**src/rtl/delay_pipe_pkg.sv**
```systemverilog
// Shared constants and helpers for the valid-tagged delay line.
// Used for both the default parameter values and the tap clamp.
package delay_pipe_pkg;

    // Bits needed to count 0..max_depth, for depth_sel and occupancy.
    function automatic int sel_w(input int max_depth);
        return $clog2(max_depth + 1);
    endfunction

    localparam int DEF_WIDTH     = 16;
    localparam int DEF_MAX_DEPTH = 8;
    localparam int DEF_SEL_W     = sel_w(DEF_MAX_DEPTH);

    // 0 behaves as 1. Anything past the physical depth uses the last stage.
    function automatic int clamp_tap(input int sel, input int max_depth);
        if (sel < 1)
            return 1;
        if (sel > max_depth)
            return max_depth;
        return sel;
    endfunction

endpackage

```
**src/rtl/delay_stage.sv**
```systemverilog
// One {valid, data} stage of the delay line.
// kill clears only the valid bit and takes priority over hold; gwe gates everything.
module delay_stage #(
    parameter int WIDTH = 16
) (
    input  logic             clk,
    input  logic             rst,
    input  logic             gwe,
    input  logic             hold,
    input  logic             kill,
    input  logic             nxt_v,
    input  logic [WIDTH-1:0] nxt_d,
    output logic             v,
    output logic [WIDTH-1:0] d
);

    always_ff @(posedge clk or negedge rst) begin
        if (!rst) begin
            v <= 1'b0;
            d <= '0;
        end else if (gwe) begin
            if (kill) begin
                v <= 1'b0;
            end else if (!hold) begin
                v <= nxt_v;
                d <= nxt_d;
            end
        end
    end

endmodule

```
**src/rtl/delay_pipe_n.sv**
```systemverilog
// Delay line with valid tags, a run-time tap, stall/flush and an occupancy count.
// It delays tagged values so they line up with writeback.
module delay_pipe_n
    import delay_pipe_pkg::*;
#(
    parameter int WIDTH     = DEF_WIDTH,
    parameter int MAX_DEPTH = DEF_MAX_DEPTH,
    parameter int SEL_W     = DEF_SEL_W
) (
    input  logic                          clk,
    input  logic                          rst,
    input  logic                          gwe,
    input  logic                          stall,
    input  logic                          flush,
    input  logic [SEL_W-1:0]              depth_sel,
    input  logic                          in_valid,
    input  logic [WIDTH-1:0]              in_value,
    output logic                          out_valid,
    output logic [WIDTH-1:0]              out_value,
    output logic [sel_w(MAX_DEPTH)-1:0]   occupancy
);

    localparam int OCC_W = sel_w(MAX_DEPTH);

    // Index 0 is the input; index k is physical stage k.
    logic [MAX_DEPTH:0]            vld_pipe;
    logic [MAX_DEPTH:0][WIDTH-1:0] dat_pipe;

    assign vld_pipe[0] = in_valid;
    assign dat_pipe[0] = in_value;

    for (genvar k = 0; k < MAX_DEPTH; k++) begin : g_stg
        delay_stage #(
            .WIDTH (WIDTH)
        ) u_stg (
            .clk   (clk),
            .rst   (rst),
            .gwe   (gwe),
            .hold  (stall),
            .kill  (flush),
            .nxt_v (vld_pipe[k]),
            .nxt_d (dat_pipe[k]),
            .v     (vld_pipe[k+1]),
            .d     (dat_pipe[k+1])
        );
    end

    int               tap;
    logic             tap_v;
    logic [WIDTH-1:0] tap_d;
    logic [OCC_W-1:0] occ;

    // The tap moves with depth_sel straight away. Stages past it keep their
    // contents and show up again if the tap grows.
    always_comb begin
        tap   = clamp_tap(int'(depth_sel), MAX_DEPTH);
        tap_v = 1'b0;
        tap_d = '0;
        occ   = '0;
        for (int k = 1; k <= MAX_DEPTH; k++) begin
            if (k == tap) begin
                tap_v = vld_pipe[k];
                tap_d = dat_pipe[k];
            end
            if ((k <= tap) && vld_pipe[k])
                occ = occ + 1'b1;
        end
    end

    assign out_valid = tap_v;
    assign out_value = tap_v ? tap_d : '0;
    assign occupancy = occ;

endmodule

```
**config.mk**
```make
export PLATFORM = sky130hd
export DESIGN_NAME = delay_pipe_n
export DESIGN_NICKNAME = d
export VERILOG_FILES = /design/src/rtl/delay_pipe_pkg.sv /design/src/rtl/delay_stage.sv /design/src/rtl/delay_pipe_n.sv
export SDC_FILE = /design/constraint.sdc
export NUM_CORES = 1
export LEC_CHECK = 0
export ABC_CLOCK_PERIOD_IN_PS = 19500
export CAP_MARGIN = 20
export CORE_UTILIZATION = 64
export CTS_CLUSTER_DIAMETER = 120
export DETAILED_ROUTE_END_ITERATION = 8
export GPL_ROUTABILITY_DRIVEN = 0
export PLACE_DENSITY = 0.86
export SLEW_MARGIN = 15
export SYNTH_ARGS = -nofsm -noshare
export SYNTH_HDL_FRONTEND = slang
export SYNTH_SLANG_ARGS = --single-unit
```
**constraint.sdc**
```tcl
create_clock -name clk -period 19.5 [get_ports clk]
set_input_delay 3.9 -clock clk [delete_from_list [all_inputs] [get_ports clk]]
set_output_delay 3.9 -clock clk [all_outputs]
set_load 0.03 [all_outputs]
```
# After elaboration in Yosys (flattened, before gate mapping)
# Index checks and enable logic that the tools add are counted.
# Widths: inputs -> output; s select.
[word_totals]
ff_bits = 136
input_bits = 26
output_inout_bits = 21
[classes]
n_bitwise = 2
n_eq_ne = 9
reduce_logical = 10
n_addsub = 7
muxes = 48
n_lt_le_gt_ge = 10
[op_table]
columns = ["cell", "count"]
rows = [
  ["$mux 16", 9],
  ["$eq 4x32->1 const A", 4],
  ["$le 4x32->1 const A", 4],
  ["$mux 32", 3],
  ["$eq 3x32->1 const A", 2],
  ["$le 3x32->1 const A", 2],
  ["$eq 2x32->1 const A", 1],
  ["$eq 5x32->1 const A", 1],
  ["$le 2x32->1 const A", 1],
  ["$le 5x32->1 const A", 1],
  ["$mux 1", 29],
  ["$add 4x1->4 const B", 7],
  ["$mux 4", 7],
  ["$logic_and 1x1->1", 8],
  ["$gt 4x4->1 const B", 1],
  ["$lt 4x1->1 const B", 1],
  ["$reduce_and 3->1", 1],
  ["$ne 2x1->1 const B", 1],
  ["$not 1->1", 2],
  ["$reduce_and 2->1", 1],
]

# Logic depth before layout (Yosys ltp)
[depth]
word_depth = 22
mapped_depth = 22
depth_no_buf = 21

# Hierarchy
# Synthesis repeated with hierarchy kept, for this count alone.
[unflattened]
cells_unflattened = 592
area_unflattened_um2 = 7188.1
[modules_own_cells]
columns = ["mod", "area_per_inst_um2", "cells_each", "seq_area_each_um2", "instances"]
rows = [
  ["delay_stage", 665.6, 39, 425.4, 8],
  ["delay_pipe_n", 1863.0, 280, 0.0, 1],
]

# Worst setup path before layout
# OpenSTA, ideal clock, no wires.
[synth_path]
path_type = "in2out"
from = "input port depth_sel[2]"
to = "output port occupancy[3]"
stages = 22
t_required_ns = 15.600
setup_slack_ns = 7.573
arrival_time_ns = 8.027
path_cell_list = "or2_1 -> buf_6 -> o21ai_0 -> inv_1 -> ha_1 -> buf_2 -> nand2_1 -> o311a_1 -> and2_1 -> inv_1 -> ha_1 -> xnor2_1 -> a221oi_1 -> nor2_1 -> ha_1 -> nand2_1 -> xor2_1 -> xnor2_1 -> xnor2_1 -> or4b_4 -> nand4_2 -> a2bb2oi_2"
[synth_via]
elab_chain_len = 22
word_cells_on_any_way = 40
[synth_rtl]
columns = ["element", "line", "text"]
rows = [
  ["from (decl)", "delay_pipe_n.sv:15", "input logic [SEL_W-1:0] depth_sel,"],
  ["$lt 4x1->1 / $gt 4x4->1 (equally long branches)", "delay_pipe_pkg.sv:16, delay_pipe_pkg.sv:18", ""],
  ["$mux 1, on equally long branches", "delay_pipe_pkg.sv:16, delay_pipe_pkg.sv:18", ""],
  ["$mux 32 / $mux 1 (equally long branches)", "delay_pipe_pkg.sv:18", "if (sel > max_depth)"],
  ["$mux 32", "delay_pipe_pkg.sv:20", "return sel;"],
  ["$mux 32 (*)", "delay_pipe_pkg.sv:18", ""],
  ["$le 2x32->1", "delay_pipe_n.sv:65", "if ((k <= tap) && vld_pipe[k])"],
  ["$logic_and 1x1->1", "delay_pipe_n.sv:65", ""],
  ["$mux 1", "delay_pipe_n.sv:65", ""],
  ["[6 not listed]", "--", ""],
  ["$add 4x1->4", "delay_pipe_n.sv:66", "occ = occ + 1'b1;"],
  ["$mux 4", "delay_pipe_n.sv:65", ""],
  ["$add 4x1->4", "delay_pipe_n.sv:66", ""],
  ["$mux 4", "delay_pipe_n.sv:65", ""],
  ["$add 4x1->4", "delay_pipe_n.sv:66", ""],
  ["$mux 4", "delay_pipe_n.sv:65", ""],
  ["$add 4x1->4", "delay_pipe_n.sv:66", ""],
  ["$mux 4 (*)", "delay_pipe_n.sv:65", ""],
  ["to (decl)", "delay_pipe_n.sv:20", "output logic [sel_w(MAX_DEPTH)-1:0] occupancy"],
]
# Every way passes the cells marked *; elsewhere a longest branch is shown, timed or not. The select of a mux whose other input is x is not followed.

# Final worst setup path
[layout_path]
from = "input port depth_sel[3]"
to = "output port occupancy[3]"
# Same word-level chain as after synthesis.

==> flow_summary.toml <==
[cells_and_area]
drive_above_1_share_pct = 26.6
antenna_cells = 0
layout.nets = 705
final_util_pct = 77.3
layout-area-overhead-vs-synth_pct = 16.1
fillers = 631

[worst_setup_path]
worst_r2r_path_depth = 1
crit_slowest_cell = "clkdlybuf4s50_1"
endpoint_kind = "output port"
start_kind = "primary input"
path_cells = "clkdlybuf4s50_1 > or2_1 > o21ai_0 > inv_1 > ha_1 > nand2_1 > o311a_1 > and2_1 > inv_1 > ha_1 > xnor2_1 > a221oi_1 > nor2_1 > ha_1 > nand2_1 > xor2_1 > xnor2_1 > xnor2_1 > or4b_4 > nand4_2 > a2bb2oi_2 > clkdlybuf4s50_1"
required_ps = 15600
cp.arrival_ps = 9720
crit_path_max_fanout = 12
max_stage_delay_ps = 670
critPathKind = "primary input to output port"

[sta]
fin_ws_ps = 5880
setup-tns-final_ps = 0
period_needed_ps = 13620
period_share_pct = 69.9
drv_slew = 0
fmax_mhz = 73.4
hold_viol_final = 0
tightest_slew_ps = 1060
finClkSkew_ps = 5.92
setup_viol = 0
grt_setup_unrepaired = "no"
slew_headroom_pct = 29.3
whs_ps = 512

[floorplan]
dieArea_um2 = 11300
placementRows = 37
num_io_pins = 47
start_util_pct = 66.6
die_x_um = 106
die_h_um = 106
core_um2 = 10500

[grt]
grt_pass1_vias = 5422
antenna_found_initial = 0
grt_pass1_wl_mm = 28.2
met1_usage_pct = 41.3
grt_overflow_total = 0
met3_usage_pct = 8.65
groute.layer.met2.usage_pct = 53.9
grt-busiest-layer = "met2"
track_usage_pct = 33.0
grt_max_degree = 77

[clock_tree]
root_buffer = "clkbuf_8"
cts.hold.buffers_added = 0
cts.htree.levels = 4
clk_path_buf_depth = 2
cts-resized-gates = 0
clk_latency_ps = 530
cts.clk_slew.worst_paths_ps = 60
cts_tree = "done"
numCtsBuffers = 17
cts.sink_count = 136
post_cts_buffers = 0

[drt]
drc_errors = 0
drtIter0Drc = 509
routedWlPerCell_um = 21.1
drtAntennaViolNets = 0
routed_wl_mm = 17.3
first_pass_iters = 7
via_per_inst = 6.60
vias = 5409

[synthesis]
synth_compound_area_share_pct = 15.3
synth_commonest_cells = "dfrtp_1, mux2_2, a21oi_1"
synth_fp_nets = 676
synthXorXnorAreaFrac_pct = 2.15
synth-main-ff-cell = "dfrtp_1"
ys_warn_count = 0
synthCells = 642
seq_area_frac_synth_pct = 48.8
synthArstFlopShare_pct = 100
synth_simple_gate_area_share_pct = 6.80
synthAdderAreaFrac_pct = 1.44
synth_area_per_cell_um2 = 10.9
synthMuxAreaShare_pct = 21.6
synth_most_common_cell = "dfrtp_1"
yosys.area.top_type = "dfrtp_1"
synth_cell_type_count = 60
synthTopCellsByArea = "dfrtp_1, mux2_2, a21oi_1"
synth_top_area_share_pct = 48.8
synth_edf_count = 0
syn_area_um2 = 6970
synth_top_family_by_area = "multiplexers"
ys_ff_latch = 136

[place]
port_buffers = 46
place_worst_setup_slack_ps = 5970
dp_hpwl_mm = 9.66

[worst_hold_path]
hp-class = "flop to flop"
hold_depth = 1

[power_and_ir_drop]
clkPwrFrac_pct = 32.7
swShare_pct = 29.0
power_switching_w = 0.000286
power_density_nw_per_um2 = 122
intPower_w = 0.000703
seqPwrFrac_pct = 48.7
p_leak_nw = 3.45
ir_drop_mv = 0.0715
p_comb_share_pct = 18.6

[flow_run]
cap_violations = 0

[outcome]
status = "complete, no violations"
metal layers:
| metal | vias to the layer above | wire [um] |
|---|---|---|
| met5 | - | 0 |
| li1 | 2363 | - |
| met1 | 2696 | 6930 |
| met3 | 55 | 1310 |
| met2 | 295 | 8650 |
| met4 | 0 | 422 |
flip-flops by register name (all words and copies together) (netlist names):
signal / flops
g_stg.u_stg.d: 128
g_stg.u_stg.v: 8
power groups by stage:
stage,registers [W],logic (W),clock network [W]
final,0.000482,0.000184,0.000323
after global routing,0.000494,0.000199,0.000340
after CTS,0.000478,0.000184,0.000325
after detailed placement,0.000477,0.000178,0
after global placement,0.000466,0.000166,0
after floorplan,0.000449,0.000142,0
through the flow:
step / area (um2) / total power, W / instances
3_3_place_gp: 7500 / 0.000632 / 788
4_1_cts: 8090 / 0.000988 / 820
5_1_grt: 8090 / 0.00103 / 820
3_5_place_dp: 7500 / 0.000654 / 788
6_report: 8090 / 0.000989 / 820
2_1_floorplan: 6970 / 0.000591 / 642
layout by cell type, fill, tap and decap left out, types with 8 or more instances in the layout:
cell             instances
xnor2_1                 11
nor2_1                  38
clkdlybuf4s50_1         45
nand2_1                 42
mux2_2                 129
clkbuf_16               16
a22o_1                   8
o22ai_1                 28
dfrtp_1                136
o21ai_0                 30
a21oi_1                 77
ha_1                     8
buf_4                    9
inv_1                   23
worst max-delay path: cells and delay by family:
kind / cells / cell delay, ps
buffers and inverters: 4 / 1480
xor gates and xnor gates: 4 / 600
AOI/OAI and AO/OA: 4 / 1160
and+or+nand+nor: 7 / 1560
adders and majority gates: 3 / 1020
worst paths after layout:
| path | from | slack (ps) | to |
|---|---|---|---|
| setup / recovery | depth_sel[3] | 5880 | occupancy[3] |
| hold / removal | g_stg[7].u_stg.d[5] | 510 | g_stg[7].u_stg.d[5] |
| setup reg to reg | g_stg[7].u_stg.v | 18360 | g_stg[7].u_stg.v |
| hold reg to reg | g_stg[7].u_stg.d[5] | 510 | g_stg[7].u_stg.d[5] |
| max in group asynchronous | rst | 14860 | g_stg[5].u_stg.d[0] |
| min in group asynchronous | rst | 3390 | g_stg[0].u_stg.d[0] |
logic make-up (layout without fill, tap and decap cells):
| group | count (synthesis) | after routing |
|---|---|---|
| compound gates | 176 | 176 |
| xor+xnor | 15 | 15 |
| fa+ha+maj | 8 | 8 |
| buf+inv | 69 | 111 |
| flops | 136 | 136 |
| mux | 133 | 133 |
| simple gates | 105 | 105 |
final cells by class:
| class | instances | area (um2) | area share (%) |
|---|---|---|---|
| sequential | 136 | 3400 | 42.1 |
| multi-input combinational | 437 | 3300 | 40.8 |
| timing repair buffer | 55 | 529 | 6.54 |
| clock buffer | 20 | 445 | 5.50 |
| tap | 136 | 170 | 2.10 |
| clock inverter | 12 | 149 | 1.84 |
| inverter | 24 | 90.1 | 1.11 |
Note: power is estimated with default switching activity, not from simulation.
